## src/rtl/fb_scan_arbiter.sv

```systemverilog
// Framebuffer port arbiter for scanline fetch versus drawing writes.
//
// On each line pulse whose sy lies in [-1, V_RES-2] the block fetches line
// T = sy+1 from the single-port framebuffer into a double-banked line buffer
// (bank = T[0]). The fetch takes the memory port for H_RES consecutive
// cycles starting the cycle after the trigger. The drawing engine gets the
// port whenever scanout does not need it. A trigger that arrives while a
// fetch is still in flight sets the sticky overrun flag and restarts the
// fetch for the new line.
//
// Ports:
//   clk_pix, rst_pix_n      pixel clock, async active-low reset
//   line, sy                line-start pulse and current (signed) line
//   draw_req/addr/data      drawing engine write request
//   draw_gnt                write accepted when draw_req && draw_gnt
//   mem_addr/we/wdata       framebuffer port (mem_rdata: 1-cycle latency)
//   lb_we/bank/addr/data    line buffer write port
//   fetch_done              pulse with the last line buffer write of a line
//   overrun                 sticky: fetch restarted before completion
module fb_scan_arbiter #(
  parameter int unsigned CORDW = 16,
  parameter int unsigned H_RES = 24,
  parameter int unsigned V_RES = 18,
  parameter int unsigned ADDRW = 9,
  parameter int unsigned DATAW = 4
) (
  input  logic                       clk_pix,
  input  logic                       rst_pix_n,
  input  logic                       line,
  input  logic signed [CORDW-1:0]    sy,
  input  logic                       draw_req,
  input  logic [ADDRW-1:0]           draw_addr,
  input  logic [DATAW-1:0]           draw_data,
  output logic                       draw_gnt,
  output logic [ADDRW-1:0]           mem_addr,
  output logic                       mem_we,
  output logic [DATAW-1:0]           mem_wdata,
  input  logic [DATAW-1:0]           mem_rdata,
  output logic                       lb_we,
  output logic                       lb_bank,
  output logic [$clog2(H_RES)-1:0]   lb_addr,
  output logic [DATAW-1:0]           lb_data,
  output logic                       fetch_done,
  output logic                       overrun
);

  localparam int unsigned CntW = $clog2(H_RES);

  localparam logic signed [CORDW-1:0] SyMin   = '1;  // -1
  localparam logic signed [CORDW-1:0] SyMax   = CORDW'(V_RES - 2);
  localparam logic [ADDRW-1:0]        HResA   = ADDRW'(H_RES);
  localparam logic [CntW-1:0]         CntLast = CntW'(H_RES - 1);

  typedef enum logic [1:0] {
    StIdle,
    StFetch,
    StDrain
  } state_e;

  state_e            state_q, state_d;
  logic [CntW-1:0]   cnt_q, cnt_d;
  logic [ADDRW-1:0]  base_q, base_d;
  logic              bank_q, bank_d;
  logic              overrun_q, overrun_d;

  // Read-return pipeline: one entry per issued read, consumed next cycle.
  logic              rd_vld_q, rd_vld_d;
  logic [CntW-1:0]   rd_idx_q, rd_idx_d;
  logic              rd_bank_q, rd_bank_d;

  logic              trigger;
  logic [ADDRW-1:0]  tgt;

  // Target line in address width; sy = -1 wraps cleanly to line 0.
  assign trigger = line && (sy >= SyMin) && (sy <= SyMax);
  assign tgt     = ADDRW'(sy) + ADDRW'(1);

  always_comb begin
    state_d   = state_q;
    cnt_d     = cnt_q;
    base_d    = base_q;
    bank_d    = bank_q;
    overrun_d = overrun_q;

    if (trigger) begin
      // Any trigger outside IDLE means the previous fetch was cut short.
      if (state_q != StIdle) begin
        overrun_d = 1'b1;
      end
      state_d = StFetch;
      cnt_d   = '0;
      base_d  = tgt * HResA;
      bank_d  = tgt[0];
    end else begin
      case (state_q)
        StFetch: begin
          if (cnt_q == CntLast) begin
            state_d = StDrain;
          end else begin
            cnt_d = cnt_q + CntW'(1);
          end
        end
        StDrain: state_d = StIdle;
        default: ;
      endcase
    end
  end

  always_comb begin
    rd_vld_d  = (state_q == StFetch);
    rd_idx_d  = cnt_q;
    rd_bank_d = bank_q;
  end

  always_ff @(posedge clk_pix or negedge rst_pix_n) begin
    if (!rst_pix_n) begin
      state_q   <= StIdle;
      cnt_q     <= '0;
      base_q    <= '0;
      bank_q    <= 1'b0;
      overrun_q <= 1'b0;
      rd_vld_q  <= 1'b0;
      rd_idx_q  <= '0;
      rd_bank_q <= 1'b0;
    end else begin
      state_q   <= state_d;
      cnt_q     <= cnt_d;
      base_q    <= base_d;
      bank_q    <= bank_d;
      overrun_q <= overrun_d;
      rd_vld_q  <= rd_vld_d;
      rd_idx_q  <= rd_idx_d;
      rd_bank_q <= rd_bank_d;
    end
  end

  // Scanout always wins: a trigger this cycle blocks drawing immediately.
  // Reset gating keeps the grant low while the block is held in reset.
  always_comb begin
    draw_gnt  = rst_pix_n && (state_q != StFetch) && !trigger;
    mem_we    = draw_req && draw_gnt;
    mem_wdata = draw_data;
    if (state_q == StFetch) begin
      mem_addr = base_q + ADDRW'(cnt_q);
    end else begin
      mem_addr = draw_addr;
    end
  end

  always_comb begin
    lb_we      = rd_vld_q;
    lb_addr    = rd_idx_q;
    lb_bank    = rd_bank_q;
    lb_data    = mem_rdata;
    fetch_done = rd_vld_q && (rd_idx_q == CntLast);
    overrun    = overrun_q;
  end

endmodule

```

## config.mk

```make
export PLATFORM = sky130hd
export DESIGN_NAME = fb_scan_arbiter
export DESIGN_NICKNAME = d
export VERILOG_FILES = /design/src/rtl/fb_scan_arbiter.sv
export SDC_FILE = /design/constraint.sdc
export NUM_CORES = 1
export LEC_CHECK = 0
export ABC_CLOCK_PERIOD_IN_PS = 2570
export CORE_AREA = 2 2 62 64
export CTS_CLUSTER_SIZE = 10
export DETAILED_ROUTE_END_ITERATION = 8
export DIE_AREA = 0 0 64 66
export HOLD_SLACK_MARGIN = 0.15
export PLACE_DENSITY = 0.78
export RECOVER_POWER = 100
export SLEW_MARGIN = 25
export SYNTH_ARGS = -nofsm -noshare
export SYNTH_HDL_FRONTEND = slang
export SYNTH_SLANG_ARGS = --single-unit
export TNS_END_PERCENT = 1
```

## constraint.sdc

```tcl
create_clock -name clk_pix -period 2.57 [get_ports clk_pix]
set_clock_uncertainty 0.05 [all_clocks]
set_input_delay 0.514 -clock clk_pix [delete_from_list [all_inputs] [get_ports clk_pix]]
set_output_delay 0.514 -clock clk_pix [all_outputs]
set_load 0.01 [all_outputs]
```

=== Word level (Yosys, flattened, before mapping) ===
Index checks and enable logic that the tools add are counted.

* Bits in registers: 22
* Bits of input ports: 37

* Add/subtract/negate cells: 3
* Multipliers: 1
* Magnitude comparators: 2
* Equality and inequality tests: 7
* Multiplexer cells: 7
* Reductions and logical operators: 13

{| class="wikitable"
|+ Operators by type and width
! kind !! number
|-
| $ge A16 B1 Y1 const B || 1
|-
| $le A16 B6 Y1 const B || 1
|-
| $mux W5 || 3
|-
| $eq A5 B5 Y1 const B || 2
|-
| $add A9 B2 Y9 const B || 1
|-
| $add A9 B5 Y9 || 1
|-
| $mul A9 B2 Y6 const B || 1
|-
| $mux W9 || 1
|-
| $logic_and A1 B1 Y1 || 6
|-
| $reduce_and A2 Y1 || 3
|-
| $add A5 B1 Y5 const B || 1
|-
| $mux W2 || 2
|-
| $pmux W2 S2 || 1
|-
| $reduce_bool A2 Y1 || 2
|-
| $ne A3 B2 Y1 const B || 1
|-
| $reduce_bool A3 Y1 || 1
|-
| $eq A2 B1 Y1 const B || 1
|-
| $eq A2 B2 Y1 const B || 1
|-
| $ne A2 B1 Y1 const B || 1
|-
| $ne A2 B2 Y1 const B || 1
|-
| $logic_not A1 Y1 || 1
|}

=== Depth between registers and ports, before layout ===
Gate-level depths: netlist of the first run.

* Word-level depth: 6
* Gate-level depth with buffers: 9

=== Worst setup path before layout of the first run ===
No wires, ideal clock.

* Kind: input port to flip-flop
* Start: input port sy[0]
* End: register base_q[8]
* Library setup time: 132 ps
* Arrival time: 2,146 ps
* Slack: 242 ps
* Cell stages on the path: 9
* Path buffers: 0
* Cells stage by stage: ha_1 -> xor2_1 -> inv_1 -> fa_1 -> nand2b_1 -> a21oi_1 -> xor2_1 -> xnor2_1 -> o21ai_0

* Cells in the longest elaborated chain, start to end: 3
* Elaborated cells on any way between the ends: 6

{| class="wikitable"
|+ RTL lines
! what !! RTL line !! RTL
|-
| start: declaration || 30 || <nowiki>input logic signed [CORDW-1:0] sy,</nowiki>
|-
| parallel branches: the longest is 3 deep, another holds $add A9 B2 Y9 || n/a ||
|-
| end signal: assignment || 128 || <nowiki>base_q <= base_d;</nowiki>
|-
| end: declaration || 62 || <nowiki>logic [ADDRW-1:0] base_q, base_d;</nowiki>
|}

Several ways; the timed one is not identified.
A chain may end at the register's enable or synchronous reset.

=== Final worst setup path of the first run ===
* Start: input port sy[0]
* End: output port mem_we

* Cells in the longest elaborated chain, start to end: 6
* Elaborated cells on any way between the ends: 7

{| class="wikitable"
|+ RTL lines
! what !! RTL line !! RTL
|-
| $ge A16 B1 Y1 || 75 || <nowiki>assign trigger = line && (sy >= SyMin) && (sy <= SyMax);</nowiki>
|-
| $logic_and A1 B1 Y1 || 75 ||
|-
| $logic_and A1 B1 Y1 (*) || 75 ||
|-
| $logic_not A1 Y1 (*) || 140 || <nowiki>draw_gnt = rst_pix_n && (state_q != StFetch) && !trigger;</nowiki>
|-
| $logic_and A1 B1 Y1 (*) || 140 ||
|-
| $logic_and A1 B1 Y1 (*) || 141 || <nowiki>mem_we = draw_req && draw_gnt;</nowiki>
|-
| end: declaration || 36 || <nowiki>output logic mem_we,</nowiki>
|}

Every way passes the cells marked *; elsewhere a longest branch is shown, timed or not.

==> summary.txt, run 1 <==
Place
  • Post-Place Cells: 262
  • Pre-CTS WS: -0.6796 ns
  • Detailed placement HPWL: 2419 um
  • GP Congestion: 0.8343
  • Port Buffers: 48

Clock tree
  • Root Buffer Master: clkbuf_4
  • CTS buffer count: 3
  • CTS max path bufs: 2
  • TritonCTS clock tree: built
  • Later-pin clock latency in the skew report: 0.31 ns
  • H-Tree Depth: 1
  • Worst-path clk slew: 0.12 ns
  • CTS sink cnt: 21

Logic synthesis
  • Mapped Cells: 155
  • Post-Syn Nets: 203
  • Yosys warnings: 0
  • Largest family of logic cells by synthesized area: simple AND/OR/NAND/NOR gates
  • Synth Area in Compound Gates: 12.22%
  • Sequential element share of the synthesized area: 37.20%
  • Synth Area in Adders: 10.81%
  • Netlist cell types: 35
  • Top-area cell type share of the netlist area: 37.20%
  • Top post-synthesis cells by area: dfrtp_1, ha_1, nand2_1, xor2_1, buf_4
  • Synth Area in Simple Gates: 21.97%
  • Multiplexer share of the synthesized area: 0.7086%
  • Area leader, netlist: dfrtp_1
  • Post-Syn Area: 1413 um2
  • Xor and xnor area share after synthesis: 9.300%
  • Yosys reg bits: 21
  • Mean area per synthesized cell: 9.114 um2

Global routing
  • Met3 usage: 2.215%
  • Gr busiest metal: met2
  • GRT overflow: 0
  • Vias in the first global route: 1276
  • GR Util met1: 19.07%
  • Pin count of the biggest net entering global routing: 22
  • Tot GR Track Use: 15.94%
  • First-pass GRT wire length: 5375 um
  • Initial antenna violation count: 0
  • Met2 Track Usage GR: 29.30%

Finish
  • Fin cells: 266
  • Filler cells: 321
  • Final net count: 267
  • Area Growth Syn to Fin: 47.56%
  • Number of inserted diodes: 0
  • Share of post-route cells with drive strength above 1: 18.35%

STA
  • Slew Viols, Final: 0
  • Slew @ Worst Pin: 1.117 ns
  • Fmax: 394.2 MHz
  • Post-layout min period: 2.537 ns
  • Crit share post-route: 98.71%
  • Final hold vios: 0
  • Slew headroom: 25.50%
  • Hold Slack: 0.4132 ns
  • Setup violators final: 0
  • RSZ-0062 raised after global routing: yes
  • Final worst slack: 0.03312 ns

Setup path
  • Critical Path RT: 2.01 ns
  • Critical path peak fanout: 2
  • Crit path launch type: input port
  • Critical path arrival: 1.97 ns
  • Worst setup EP type: output pin
  • Crit Path Class: input port to output pin

Power
  • Pwr Total: 1.511 mW
  • VDD IR-drop max: 263.6 uV
  • Power per Cell Area: 724.8 nW/um2
  • P_leak: 1.041 nW

Die
  • Io pins: 65
  • Die width: 64 um
  • Starting Density: 39.78%
  • Die H: 66 um
  • Core region area: 3551 um2
  • Die area: 4224 um2
  • Core Rows: 22

Route
  • Via count: 1238
  • First-pass DRT Iterations: 4
  • Drc violations: 0
  • Average wire per cell in the routed design: 11.48 um
  • Drt initial violations: 18
  • DRT antenna net count: 0
  • Via density per instance: 4.654
  • Final wirelength: 3054 um

Job
  • Max_cap viols: 0

Run status
  • Outcome: complete, no violations

Hold path
  • Tightest Hold Check Type: flip-flop to flip-flop
per-stage QoR:
step	utilization, %	area (um2)	TNS (ns)
final	58.70	2085	0
after global routing	58.70	2085	-0.04610
after CTS	58.39	2073	-0.2255
after detailed placement	57.51	2042	-1.962
after global placement	57.51	2042	-1.821
after floorplan	-	1413	0
synth_stat cells, drive strengths merged:
| library cell | instances |
|---|---|
| clkinv | 1 |
| dfrtp | 21 |
| nand4 | 5 |
| a32oi | 1 |
| nor4 | 2 |
| nand4b | 2 |
| fa | 2 |
| and2 | 1 |
| nor2 | 8 |
| ha | 9 |
| o21bai | 1 |
| nor2b | 1 |
| nand3b | 1 |
| o211ai | 1 |
| or3b | 1 |
| and3 | 2 |
| mux2i | 1 |
| o21ai | 12 |
| buf | 9 |
| inv | 10 |
| a21oi | 5 |
| xor2 | 10 |
| clkbuf | 1 |
| xnor2 | 5 |
| nor3b | 1 |
| nand2 | 31 |
| o2111a | 1 |
| nand2b | 3 |
| nand3 | 5 |
| o41ai | 1 |
| a21o | 1 |
kinds of logic (layout without fill, tap and decap cells):
group           after synthesis  after routing
compound gates               23             23
xor+xnor                     15             15
fa+ha+maj                    11             11
buf+inv                      21             84
flops                        21             21
mux                           1              1
simple gates                 63             63
worst max-delay path, cell delays in order:
cell and delay, ns:
buf_6 0.07, buf_6 0.09, ha_4 0.12, nand4_1 0.15
o41ai_4 0.44, o211ai_4 0.13, and3_4 0.20, and2_4 0.15
buf_6 0.11
metal layers:
metal	wire [um]	vias to the layer above
met4	14	0
li1	-	640
met1	1419	553
met3	176	2
met5	0	-
met2	1444	43
final cells by class:
cell class                      count  area, um2  area share [%]
Inverter                           11      42.54           2.041
Clock buffer                        3      22.52           1.080
Tap cell                           48      60.06           2.881
Multi-Input combinational cell    113      794.5           38.12
Timing Repair Buffer               69      631.9           30.31
Clock inverter                      1      7.507          0.3601
Sequential cell                    21      525.5           25.21
final timing paths:
kind	startpoint	to	slack, ns	depth (start not counted)
worst max-delay path	sy[0]	mem_we	0.03	9
worst min-delay path	cnt_q[4]	lb_addr[4]	0.41	0
worst max register to register	state_q[1]	cnt_q[3]	0.99	5
worst min register to register	cnt_q[4]	lb_addr[4]	0.41	0
max in group asynchronous	rst_pix_n	base_q[7]	0.85	2
min in group asynchronous	rst_pix_n	lb_addr[1]	0.96	2
report_power, final:
| group | switching (mW) | internal (mW) | total [mW] |
|---|---|---|---|
| sequential | 0.0885 | 0.437 | 0.526 |
| clock | 0.108 | 0.0593 | 0.167 |
| combinational | 0.383 | 0.435 | 0.818 |
layout by cell type, fill, tap and decap left out, types with 2 or more instances in the layout:
cell type         n
nand3_1           5
xnor2_1           5
buf_6             3
buf_2             3
buf_4            17
clkdlybuf4s50_1  25
a21oi_1           5
o21ai_1           4
xor2_1           10
nand2_1          30
clkbuf_1          2
nand4_1           5
clkbuf_2          2
nand4b_1          2
inv_1            10
nand2b_1          2
dfrtp_1          21
clkbuf_4          4
fa_1              2
dlygate4sd2_1     4
nor2_1            8
nor4_1            2
ha_1              8
o21ai_0           8
dlymetal6s2s_1   10
sequential cells by signal (all words and copies together) (netlist names):
register	count
lb_we	1
cnt_q	5
lb_bank	1
overrun	1
state_q	2
lb_addr	5
base_q	6
timing repair:
item / in CTS / in global routing
endpoints found under the setup margin: 12 / 10
setup buffers: 0 / 0
resized for setup: 27 / 25
endpoints found under the hold margin: 0 / 0
hold buffers: 0 / 0
pin swaps: 5 / 6
No activity file was read; power rests on OpenSTA's default activity.
==> run 2, diff against run 1 <==
--- a/config.mk
+++ b/config.mk
@@ -10,7 +10,7 @@
 export CTS_CLUSTER_SIZE = 10
 export DETAILED_ROUTE_END_ITERATION = 8
 export DIE_AREA = 0 0 64 66
-export HOLD_SLACK_MARGIN = 0.15
+export HOLD_SLACK_MARGIN = 0.12
 export PLACE_DENSITY = 0.78
 export RECOVER_POWER = 100
 export SLEW_MARGIN = 25
==> results of run 2 <==
Final layout, timing and power as in run 1 (identical DEF).
